**src/rtl/axi_stream_pattern_tx.sv**
```systemverilog
// axi_stream_pattern_tx
// Valid/ready stream traffic source. A start pulse launches a burst of `length` beats
// carrying seed, seed+1, ... with m_axi_last on the final beat. Backpressure is honoured,
// and an optional idle gap can be inserted after each accepted non-last beat.
//
// Ports:
//   clk, reset           single clock, synchronous active-high reset
//   start                one-cycle burst request (ignored while busy)
//   length, seed, gap    burst parameters, sampled on an accepted start
//   busy, done           burst in progress / one-cycle completion pulse
//   beat_count           beats accepted in the current or last burst
//   m_axi_valid/ready/data/last   master side of the stream
module axi_stream_pattern_tx #(
  parameter int unsigned DATA_WIDTH   = 32,
  parameter int unsigned LENGTH_WIDTH = 16,
  parameter int unsigned GAP_WIDTH    = 4
) (
  input  logic                    clk,
  input  logic                    reset,
  input  logic                    start,
  input  logic [LENGTH_WIDTH-1:0] length,
  input  logic [DATA_WIDTH-1:0]   seed,
  input  logic [GAP_WIDTH-1:0]    gap,
  output logic                    busy,
  output logic                    done,
  output logic [LENGTH_WIDTH-1:0] beat_count,
  output logic                    m_axi_valid,
  input  logic                    m_axi_ready,
  output logic [DATA_WIDTH-1:0]   m_axi_data,
  output logic                    m_axi_last
);

  localparam logic [1:0] StIdle = 2'd0;
  localparam logic [1:0] StSend = 2'd1;
  localparam logic [1:0] StGap  = 2'd2;
  localparam logic [1:0] StDone = 2'd3;

  localparam logic [LENGTH_WIDTH-1:0] LenOne = LENGTH_WIDTH'(1);
  localparam logic [GAP_WIDTH-1:0]    GapOne = GAP_WIDTH'(1);
  localparam logic [DATA_WIDTH-1:0]   DatOne = DATA_WIDTH'(1);

  logic [1:0]              state_q, state_d;
  logic [LENGTH_WIDTH-1:0] len_q, len_d;
  logic [LENGTH_WIDTH-1:0] index_q, index_d;
  logic [LENGTH_WIDTH-1:0] beat_count_q, beat_count_d;
  logic [GAP_WIDTH-1:0]    gap_q, gap_d;
  logic [GAP_WIDTH-1:0]    gap_cnt_q, gap_cnt_d;
  logic [DATA_WIDTH-1:0]   data_q, data_d;
  logic                    valid_q, valid_d;
  logic                    last_q, last_d;
  logic                    busy_q, busy_d;
  logic                    done_q, done_d;

  always_comb begin
    state_d      = state_q;
    len_d        = len_q;
    index_d      = index_q;
    beat_count_d = beat_count_q;
    gap_d        = gap_q;
    gap_cnt_d    = gap_cnt_q;
    data_d       = data_q;
    valid_d      = valid_q;
    last_d       = last_q;
    busy_d       = busy_q;
    done_d       = done_q;

    case (state_q)
      StIdle: begin
        if (start) begin
          len_d        = length;
          gap_d        = gap;
          index_d      = '0;
          beat_count_d = '0;
          busy_d       = 1'b1;
          if (length != '0) begin
            state_d = StSend;
            valid_d = 1'b1;
            data_d  = seed;
            last_d  = (length == LenOne);
          end else begin
            state_d = StDone;
            done_d  = 1'b1;
          end
        end
      end
      StSend: begin
        // valid_q is always high in this state, so ready alone marks the handshake
        if (m_axi_ready) begin
          index_d      = index_q + LenOne;
          beat_count_d = beat_count_q + LenOne;
          if (last_q) begin
            valid_d = 1'b0;
            done_d  = 1'b1;
            state_d = StDone;
          end else if (gap_q == '0) begin
            data_d = data_q + DatOne;
            last_d = ((index_q + LenOne) == (len_q - LenOne));
          end else begin
            // data/last stay at the accepted beat while valid is low
            valid_d   = 1'b0;
            gap_cnt_d = gap_q;
            state_d   = StGap;
          end
        end
      end
      StGap: begin
        if (gap_cnt_q == GapOne) begin
          // index_q already points at the next beat
          valid_d = 1'b1;
          data_d  = data_q + DatOne;
          last_d  = (index_q == (len_q - LenOne));
          state_d = StSend;
        end else begin
          gap_cnt_d = gap_cnt_q - GapOne;
        end
      end
      default: begin  // StDone
        done_d  = 1'b0;
        busy_d  = 1'b0;
        state_d = StIdle;
      end
    endcase
  end

  always_ff @(posedge clk) begin
    if (reset) begin
      state_q      <= StIdle;
      len_q        <= '0;
      index_q      <= '0;
      beat_count_q <= '0;
      gap_q        <= '0;
      gap_cnt_q    <= '0;
      data_q       <= '0;
      valid_q      <= 1'b0;
      last_q       <= 1'b0;
      busy_q       <= 1'b0;
      done_q       <= 1'b0;
    end else begin
      state_q      <= state_d;
      len_q        <= len_d;
      index_q      <= index_d;
      beat_count_q <= beat_count_d;
      gap_q        <= gap_d;
      gap_cnt_q    <= gap_cnt_d;
      data_q       <= data_d;
      valid_q      <= valid_d;
      last_q       <= last_d;
      busy_q       <= busy_d;
      done_q       <= done_d;
    end
  end

  assign busy        = busy_q;
  assign done        = done_q;
  assign beat_count  = beat_count_q;
  assign m_axi_valid = valid_q;
  assign m_axi_data  = data_q;
  assign m_axi_last  = last_q;

endmodule

```
**config.mk**
```make
export PLATFORM = sky130hd
export DESIGN_NAME = axi_stream_pattern_tx
export DESIGN_NICKNAME = d
export VERILOG_FILES = /design/src/rtl/axi_stream_pattern_tx.sv
export SDC_FILE = /design/constraint.sdc
export NUM_CORES = 1
export LEC_CHECK = 0
export CELL_PAD_IN_SITES_DETAIL_PLACEMENT = 0
export CELL_PAD_IN_SITES_GLOBAL_PLACEMENT = 1
export CORE_ASPECT_RATIO = 0.7
export CORE_MARGIN = 2
export CORE_UTILIZATION = 35
export DETAILED_ROUTE_END_ITERATION = 10
export HOLD_SLACK_MARGIN = 0.03
export PLACE_DENSITY = 0.77
export REMOVE_ABC_BUFFERS = 1
export SLEW_MARGIN = 40
export SYNTH_ARGS = -nofsm -noshare
export SYNTH_HDL_FRONTEND = slang
export SYNTH_SLANG_ARGS = --single-unit
```
**constraint.sdc**
```tcl
create_clock -name clk -period 3.6 [get_ports clk]
set_clock_uncertainty 0.1 [all_clocks]
set_input_delay 0.72 -clock clk [delete_from_list [all_inputs] [get_ports clk]]
set_output_delay 0.72 -clock clk [all_outputs]
set_load 0.005 [all_outputs]
```
==> results of run 1 <==
## stage by stage
stage	std cells	power, W	instance area [um^2]	setup WS (ns)	hold WS (ns)
global route	1078	0.005452	7276	0.4975	0.4036
detailed placement	1062	0.004020	6958	0.4929	0.3713
floorplan	718	0.003047	5505	0.4903	0.3435
global placement	1062	0.003968	6958	0.6446	0.3668
CTS	1078	0.005093	7276	0.6907	0.3847
finish	1078	0.005070	7276	0.6711	0.3810
## report_power, final
group	total, W	leakage [nW]	internal (W)	switching (W)
clock	0.00104	0.150	0.000629	0.000412
combinational	0.00246	1.66	0.00110	0.00135
sequential	0.00157	0.767	0.00127	0.000308
## cells by family (layout without fill, tap and decap cells)
family / Yosys count / count (layout) / synth area share, %
buf+inv: 62 / 150 / 4.788
flops: 94 / 94 / 32.88
mux: 2 / 2 / 0.3498
fa+ha+maj: 10 / 10 / 2.186
compound gates: 197 / 197 / 21.23
xor+xnor: 45 / 45 / 7.280
simple gates: 355 / 355 / 31.29
## critical path, delay by kind of cell (launching register included)
kind / cells / cell delay, ns
AOI/OAI and AO/OA: 1 / 0.22
xor gates and xnor gates: 1 / 0.17
adders and majority gates: 1 / 0.28
DFF: 1 / 0.43
and+or+nand+nor: 5 / 1.66
## synth_stat cells, types with 17 or more instances
cell,n,area [um^2]
a21oi_1,69,345.3
a22oi_1,17,127.6
clkbuf_1,38,142.6
dfxtp_1,94,1882
nand2_1,116,435.4
nand3_1,26,130.1
nand4_1,18,112.6
nor2_1,75,281.5
nor3_1,25,125.1
o21ai_0,42,210.2
xnor2_1,23,201.4
xor2_1,20,175.2
## area by class of cell
type                       count  area [um^2]  area share [%]
inverter                      15        56.30          0.7739
tap                          225        281.5           3.869
sequential                    94         1882           25.86
timing repair buffer         119         1169           16.06
multi-input combinational    609         3570           49.06
clock buffer                  13        250.2           3.439
clock inverter                 3        67.56          0.9286
## sequential cells by signal, indices dropped and copies added (netlist names), 2 cells and up
| name | flops |
|---|---|
| beat_count | 16 |
| gap_cnt_q | 4 |
| gap_q | 4 |
| index_q | 16 |
| len_q | 16 |
| m_axi_data | 32 |
| state_q | 2 |
## worst min-delay path by stage
stage / to / from / slack, ns
floorplan: len_q[15]$_SDFFE_PP0P_ / len_q[15]$_SDFFE_PP0P_ / 0.34
global placement: m_axi_valid$_SDFFE_PP0P_ / m_axi_valid$_SDFFE_PP0P_ / 0.37
detailed placement: m_axi_valid$_SDFFE_PP0P_ / m_axi_valid$_SDFFE_PP0P_ / 0.37
CTS: m_axi_valid$_SDFFE_PP0P_ / m_axi_valid$_SDFFE_PP0P_ / 0.38
global route: m_axi_valid$_SDFFE_PP0P_ / m_axi_valid$_SDFFE_PP0P_ / 0.40
finish: m_axi_valid$_SDFFE_PP0P_ / m_axi_valid$_SDFFE_PP0P_ / 0.38
## layer usage
layer	global-route usage (%)	vias up	part of all wire (%)
met1	28.51	2765	51
met2	29.12	145	43
li1	-	2895	-
met5	0	-	0
met4	3.425	0	0.79
met3	5.082	10	5.2
==> results by group, run 1 <==
Placed design
  • GPL Wtd Cong: 0.9145
  • Port bufs: 107
  • Post-DP HPWL: 11.88 mm

Global route
  • Global route total overflow: 0
  • Largest net degree at the start of global routing: 60
  • Vias in the first global route: 5426
  • GRT Total Usage: 19.53%
  • First-pass GRT wire length: 27.46 mm
  • Initial antenna violation count: 0

Yosys
  • Mapped Cells: 765
  • Cell variety after synth: 73
  • Post-synthesis sequential area ratio: 32.88%
  • Ys Warns: 0
  • Async SR Flop Fraction: 0%
  • Mean Syn Cell Area: 7.481 um^2
  • Post-Synthesis Cell Area: 0.005723 mm^2
  • Primary FF master, synth: dfxtp_1
  • Register bit total from synthesis: 94
  • Post-synth EDFFs: 0

Clocking
  • H-tree depth: 3
  • Clock Sinks: 94
  • Clock transition at the registers of the reported paths: 0.07 ns
  • CTS resizes: 0
  • Clock latency on the worst-skew pair: 0.35 ns
  • Clk buf depth: 2
  • Post-CTS Hold Buffers: 0
  • Clk root buf: clkbuf_16
  • Number of setup buffers added after CTS: 0
  • CTS tree: built
  • CTS buffer count: 9

Timing
  • Finish-stage setup viols: 0
  • Slew margin rel.: 54.45%
  • Period utilisation layout: 81.36%
  • Fin. max-slew vios: 0
  • Worst Max-Slew Pin Slew: 0.6787 ns
  • Endpoints failing hold: 0
  • Unrepaired setup endpoints after global routing: false
  • Final min period: 2.929 ns
  • Setup TNS: 0 ns
  • Fmax: 0.3414 GHz

Drt
  • Antenna Nets Post-Route: 0
  • DRT Pass-1 Iters: 5
  • DR vias: 5815
  • Drt drc: 0
  • DR WL/cell: 15.44 um
  • Detailed Route WL: 16.64 mm
  • Initial DRC Count: 429
  • Vias/cell: 5.394

Die
  • Die Area: 0.01741 mm^2
  • Initial Utilization: 35.43%
  • Die width: 156.8 um
  • Die Ht: 111.0 um
  • Top Ports: 108
  • Core area: 0.01615 mm^2
  • Cell Rows: 39

Critical path
  • CP Data Required Time: 3.78 ns
  • Nature of the critical path endpoint: register
  • Crit path cell chain: ha_1 -> and3_1 -> nand3_2 -> or3_2 -> xnor2_1 -> nand4b_1 -> or4_1 -> a211oi_2
  • Crit Reg-Reg Endpoint: m_axi_last$_SDFFE_PP0P_
  • Largest stage delay on the critical path: 0.51 ns
  • Critical path arrival: 3.11 ns
  • R2r setup slk: 0.67 ns
  • CP startpoint kind: register
  • Worst setup path endpoint: m_axi_last$_SDFFE_PP0P_
  • Critical path class: register to register
  • Slowest-stage cell, CP: or3_2
  • R2R depth: 8
  • CP max FO: 8
  • Crit path launch: index_q[0]$_SDFFE_PP0P_
  • Worst r2r src: index_q[0]$_SDFFE_PP0P_

Job
  • # Max-Cap Violations: 0

Power
  • Worst IR Drop VDD: 384.9 uV
  • Leakage: 2.574 nW
  • Power per Cell Area: 696.9 mW/mm^2

Layout
  • Commonest cells after routing, fill and taps aside: nand2_1 (116), clkdlybuf4s50_1 (106), dfxtp_1 (94)
  • Most common cell after layout, fill and taps aside: nand2_1
  • Area grow syn2layout: 27.13%
  • Core Util, Final: 45.05%
  • Fraction of layout cells with a size suffix above 1: 6.213%
  • Fin nets: 914
  • Antenna diodes: 0
  • Fill cells: 1583

Hold path
  • Hold Crit Class: register to register
  • Hold path cells: 2

Outcome
  • Status: complete, no violations
No activity file was read; power rests on OpenSTA's default activity.
==> run 2: changes to the inputs <==
--- a/config.mk
+++ b/config.mk
@@ -12,7 +12,7 @@
 export CORE_UTILIZATION = 35
 export DETAILED_ROUTE_END_ITERATION = 10
 export HOLD_SLACK_MARGIN = 0.03
-export PLACE_DENSITY = 0.77
+export PLACE_DENSITY = 0.8
 export REMOVE_ABC_BUFFERS = 1
 export SLEW_MARGIN = 40
 export SYNTH_ARGS = -nofsm -noshare
==> constraint.sdc (replaced) <==
create_clock -name clk -period 2.4 [get_ports clk]
set_clock_uncertainty 0.1 [all_clocks]
set_input_delay 0.48 -clock clk [delete_from_list [all_inputs] [get_ports clk]]
set_output_delay 0.48 -clock clk [all_outputs]
set_load 0.005 [all_outputs]
==> run 2 against run 1 <==
The flow now finishes with violations (setup timing). Utilization rose by 7.4 points. Sequential share of layout area fell by 3.5 points. Non-clock buffer count rose by 119. First-iteration DRC count fell by 1.2%. Wire length rose by 7.1%. Clock-buffer cell count rose by 1. Worst hold slack got worse by 0.0015 ns.
==> results by group, run 2 (synthesized netlist as in run 1, its figures left out) <==
Outcome
  • Status: finished with violations
  • Failing checks: setup timing

Clocking
  • Clk root buf: clkbuf_16
  • Clk buf depth: 2
  • Clock latency on the worst-skew pair: 0.35 ns
  • H-tree depth: 3
  • Clock transition at the registers of the reported paths: 0.06 ns
  • CTS buffer count: 9
  • CTS tree: built
  • Post-CTS Hold Buffers: 0
  • Clock Sinks: 94

Global route
  • Initial antenna violation count: 0
  • Largest net degree at the start of global routing: 57
  • Vias in the first global route: 5781
  • First-pass GRT wire length: 28.70 mm
  • Global route total overflow: 0
  • GRT Total Usage: 20.42%

Layout
  • Fin nets: 1033
  • Most common cell after layout, fill and taps aside: buf_4
  • Fill cells: 1533
  • Max reg flops: 32
  • Area of the multi-input gates: 0.003744 mm^2
  • Fraction of layout cells with a size suffix above 1: 20.80%
  • Storage cell area: 0.001889 mm^2
  • Post-Layout Cell Count: 1196
  • Core Util, Final: 52.40%
  • Commonest cells after routing, fill and taps aside: buf_4 (118), nand2_1 (116), clkdlybuf4s50_1 (105)
  • Area grow syn2layout: 47.88%
  • Antenna diodes: 0

Die
  • Initial Utilization: 35.43%
  • Top Ports: 108
  • Cell Rows: 39
  • Die Ht: 111.0 um
  • Die Area: 0.01741 mm^2
  • Die width: 156.8 um
  • Core area: 0.01615 mm^2

Placed design
  • Port bufs: 107
  • GPL Wtd Cong: 0.8367
  • Dpl cells: 1169
  • Post-DP HPWL: 12.51 mm

Drt
  • Detailed Route WL: 17.83 mm
  • DR WL/cell: 14.91 um
  • Metal-1 WL: 8.810 mm
  • Met3 WL post-DR: 1.180 mm
  • Antenna Nets Post-Route: 0
  • DRT Pass-1 Iters: 5
  • Initial DRC Count: 424
  • Drt drc: 0
  • Met2 WL: 7.617 mm
  • Max Used Layer: met4
  • DR vias: 6243
  • Vias/cell: 5.220

Timing
  • Fin. max-slew vios: 0
  • Worst Max-Slew Pin Slew: 0.5284 ns
  • Finish-stage setup viols: 1
  • Slew margin rel.: 64.74%
  • Setup TNS: -0.1558 ns
  • Unrepaired setup endpoints after global routing: true
  • Final min period: 2.556 ns
  • Endpoints failing hold: 0
  • Fmax: 0.3913 GHz
  • Period utilisation layout: 106.5%
  • Min Hold Slack: 0.3795 ns
  • Setup ws final: -0.1558 ns

Critical path
  • Crit path launch: len_q[4]$_SDFFE_PP0P_
  • Largest stage delay on the critical path: 0.54 ns
  • CP startpoint kind: register
  • Slowest-stage cell, CP: or4_4
  • CP max FO: 3
  • Critical path depth: 8
  • CP Data Required Time: 2.57 ns
  • Most used cell, CP: or4_4
  • Worst Path Buf+Inv: 1
  • Worst setup path endpoint: m_axi_last$_SDFFE_PP0P_
  • R2R depth: 8
  • Crit Reg-Reg Endpoint: m_axi_last$_SDFFE_PP0P_
  • Critical path class: register to register
  • R2r setup slk: -0.16 ns
  • Crit path cell chain: or4_4 -> buf_4 -> o21a_1 -> a211o_1 -> a21oi_1 -> a31oi_1 -> or4_4 -> a211oi_2
  • Worst r2r src: len_q[4]$_SDFFE_PP0P_
  • Nature of the critical path endpoint: register
  • CP delay by family, top: simple AND/OR/NAND/NOR gates
  • Critical path arrival: 2.73 ns

Power
  • Total power: 0.008646 W
  • Power per Cell Area: 1022 mW/mm^2
  • Leakage: 3.262 nW
  • Worst IR Drop VDD: 436.3 uV

Hold path
  • Hold Crit Class: register to register

Job
  • # Max-Cap Violations: 0
run 2: cell types whose count changed in the layout (fill, tap and decap cells not counted), moves of 3 or more:
cell and change:
nor4_2 +3, nor3_1 -3, nor2_1 -3, buf_4 +107
nor4_1 -4, dfxtp_2 +6, buf_12 +6, dfxtp_1 -6
buf_6 +3
run 2: repair_timing:
action / in CTS / in global routing
buffers inserted: 4 / 5
pin swaps: 11 / 11
setup endpoints to repair: 14 / 38
cloned: 2 / 1
gates resized for setup: 19 / 30
endpoints found under the hold margin: 0 / 0
run 2: final cells by class:
class / count / area share [%]
multi-input combinational: 609 / 44.23
timing repair buffer: 238 / 26.09
sequential: 94 / 22.32
tap: 225 / 3.326
clock buffer: 14 / 3.001
inverter: 15 / 0.6653
clock inverter: 1 / 0.3548
run 2: metrics by stage:
step	setup slack [ns]	instance area (um^2)
floorplan	-0.7097	5505
global placement	-0.2182	7824
detailed placement	-0.2450	7824
CTS	-0.1113	8278
global route	-0.2328	8463
finish	-0.1558	8463
run 2: worst min-delay path by stage:
stage | from | to | slack [ns] | depth (start not counted)
after floorplan | len_q[15]$_SDFFE_PP0P_ | len_q[15]$_SDFFE_PP0P_ | 0.34 | 2
after global placement | m_axi_valid$_SDFFE_PP0P_ | m_axi_valid$_SDFFE_PP0P_ | 0.36 | 2
after detailed placement | m_axi_valid$_SDFFE_PP0P_ | m_axi_valid$_SDFFE_PP0P_ | 0.37 | 2
after CTS | m_axi_valid$_SDFFE_PP0P_ | m_axi_valid$_SDFFE_PP0P_ | 0.38 | 2
after global routing | len_q[15]$_SDFFE_PP0P_ | len_q[15]$_SDFFE_PP0P_ | 0.41 | 2
final | m_axi_valid$_SDFFE_PP0P_ | m_axi_valid$_SDFFE_PP0P_ | 0.38 | 2
run 2: worst register-to-register path, stage by stage (launching register included):
cell and delay (ns):
dfxtp_2 0.34, or4_4 0.54, buf_4 0.16, o21a_1 0.20, a211o_1 0.27, a21oi_1 0.14, a31oi_1 0.05, or4_4 0.51
a211oi_2 0.18
run 2: power breakdown:
group	switching (W)	internal (W)
clock network	0.000608	0.000834
registers	0.000384	0.00190
logic	0.00243	0.00249
run 2: layer usage:
layer / track usage, % / up-vias
met5: 0 / -
met4: 5.138 / 0
met3: 4.613 / 15
met2: 29.94 / 186
met1: 30.08 / 2904
li1: - / 3138
==> run 3: changes to the inputs <==
--- a/config.mk
+++ b/config.mk
@@ -13,6 +13,7 @@
 export DETAILED_ROUTE_END_ITERATION = 10
 export HOLD_SLACK_MARGIN = 0.03
 export PLACE_DENSITY = 0.8
+export RECOVER_POWER = 50
 export REMOVE_ABC_BUFFERS = 1
 export SLEW_MARGIN = 40
 export SYNTH_ARGS = -nofsm -noshare
==> run 3 against run 2 <==
The run still ends with setup timing left. Cell count unchanged. Final area fell by 0.10%. Fmax increased by 0.14%. Combinational power shrank 2%. Sequential power barely moved. Via count fell by 0.11%. Critical path type unchanged. Critical endpoint unchanged. Largest cell class unchanged.
==> results by group, run 3 (synthesized netlist as in run 1, its figures left out) <==
Layout
  • Area grow syn2layout: 47.73%
  • Antenna diodes: 0
  • Cell area after layout: 0.008454 mm^2
  • Fin nets: 1033
  • Commonest cells after routing, fill and taps aside: nand2_1 (116), buf_4 (116), dfxtp_1 (89)
  • Fill cells: 1537
  • Fraction of layout cells with a size suffix above 1: 20.60%
  • Max reg flops: 32

Timing
  • Final min period: 2.552 ns
  • Slew margin rel.: 66.18%
  • Endpoints failing hold: 0
  • Period utilisation layout: 106.3%
  • Worst Max-Slew Pin Slew: 0.5068 ns
  • Unrepaired setup endpoints after global routing: true
  • Setup ws final: -0.1521 ns
  • Setup TNS: -0.1521 ns
  • Fin. max-slew vios: 0
  • Fmax: 0.3918 GHz
  • Finish-stage setup viols: 1

Die
  • Cell Rows: 39
  • Top Ports: 108
  • Die width: 156.8 um
  • Core area: 0.01615 mm^2
  • Die Area: 0.01741 mm^2
  • Die Ht: 111.0 um
  • Initial Utilization: 35.43%

Drt
  • Drt drc: 0
  • Initial DRC Count: 434
  • Detailed Route WL: 17.84 mm
  • Antenna Nets Post-Route: 0
  • DRT Pass-1 Iters: 7
  • Vias/cell: 5.214
  • DR vias: 6236
  • DR WL/cell: 14.91 um

Clocking
  • H-tree depth: 3
  • Clk root buf: clkbuf_16
  • Clock transition at the registers of the reported paths: 0.07 ns
  • CTS tree: built
  • Clock Sinks: 94
  • Clock latency on the worst-skew pair: 0.35 ns
  • Clk buf depth: 2
  • CTS buffer count: 9
  • Post-CTS Hold Buffers: 0

Global route
  • Initial antenna violation count: 0
  • Largest net degree at the start of global routing: 57
  • First-pass GRT wire length: 28.70 mm
  • Vias in the first global route: 5781
  • GRT Total Usage: 20.42%
  • Global route total overflow: 0

Placed design
  • Placed inst area: 0.007824 mm^2
  • Port bufs: 107
  • Post-DP HPWL: 12.51 mm
  • GPL Wtd Cong: 0.8367

Outcome
  • Failing checks: setup timing
  • Status: finished with violations

Power
  • Leakage: 3.407 nW
  • Worst IR Drop VDD: 434.0 uV
  • Power per Cell Area: 1011 mW/mm^2

Critical path
  • CP Data Required Time: 2.57 ns
  • Critical path arrival: 2.73 ns
  • Nature of the critical path endpoint: register
  • CP max FO: 3
  • CP startpoint kind: register
  • Critical path class: register to register

Hold path
  • Hold Crit Class: register to register

Job
  • # Max-Cap Violations: 0
## run 3: cell types whose count changed in the layout (fill, tap and decap cells not counted), sizes merged
cell,change
clkdlybuf4s50,-50
dlygate4sd3,+50
buf,-2
clkbuf,+2
## run 3: worst paths after layout
kind | start | to | slack, ns | cells after the start
max | len_q[4]$_SDFFE_PP0P_ | m_axi_last$_SDFFE_PP0P_ | -0.15 | 8
min | m_axi_valid$_SDFFE_PP0P_ | m_axi_valid$_SDFFE_PP0P_ | 0.38 | 2
max reg2reg | len_q[4]$_SDFFE_PP0P_ | m_axi_last$_SDFFE_PP0P_ | -0.15 | 8
min reg2reg | m_axi_valid$_SDFFE_PP0P_ | m_axi_valid$_SDFFE_PP0P_ | 0.38 | 2
## run 3: repair_timing
action / 4_1_cts / 5_1_grt
pin swaps: 11 / 11
buffers inserted: 4 / 5
endpoints found under the setup margin: 14 / 38
gates cloned: 2 / 1
resized for setup: 19 / 30
## run 3: power by group
group / leakage, nW / switching, W / internal (W)
clock network: 0.137 / 0.000607 / 0.000834
logic: 2.50 / 0.00243 / 0.00240
registers: 0.769 / 0.000375 / 0.00190
## run 3: final cells by class
cell class	instances	area, um^2	share of cell area, %
Timing Repair Buffer	238	2203	26.06
Sequential cell	94	1888	22.33
Tap cell	225	281.5	3.330
Multi-Input combinational cell	609	3741	44.25
Inverter	15	56.30	0.6660
Clock inverter	1	30.03	0.3552
Clock buffer	14	254.0	3.004
## run 3: routing by layer
metal | global-route usage [%] | up-vias | wire length (um)
met3 | 4.613 | 13 | 1125
li1 | - | 3136 | -
met5 | 0 | - | 0
met2 | 29.94 | 183 | 7656
met1 | 30.08 | 2904 | 8871
met4 | 5.138 | 0 | 185
## run 3: metrics by stage
step                      power, W  hold WS (ns)  std cells  utilization [%]  setup slack, ns
after floorplan           0.004571        0.3435        718                -          -0.7097
after global placement    0.006565        0.3649       1169            48.44          -0.2182
after detailed placement  0.006579        0.3724       1169            48.44          -0.2450
after CTS                 0.008390        0.3835       1190            51.25          -0.1113
after global routing      0.009127        0.4135       1196            52.34          -0.2328
final                     0.008544        0.3766       1196            52.34          -0.1521
## run 3: critical path, cell delays in order (launching register included)
cell	delay [ns]
dfxtp_2	0.34
or4_4	0.54
buf_4	0.16
o21a_1	0.20
a211o_1	0.27
a21oi_1	0.14
a31oi_1	0.05
or4_4	0.51
a211oi_2	0.18
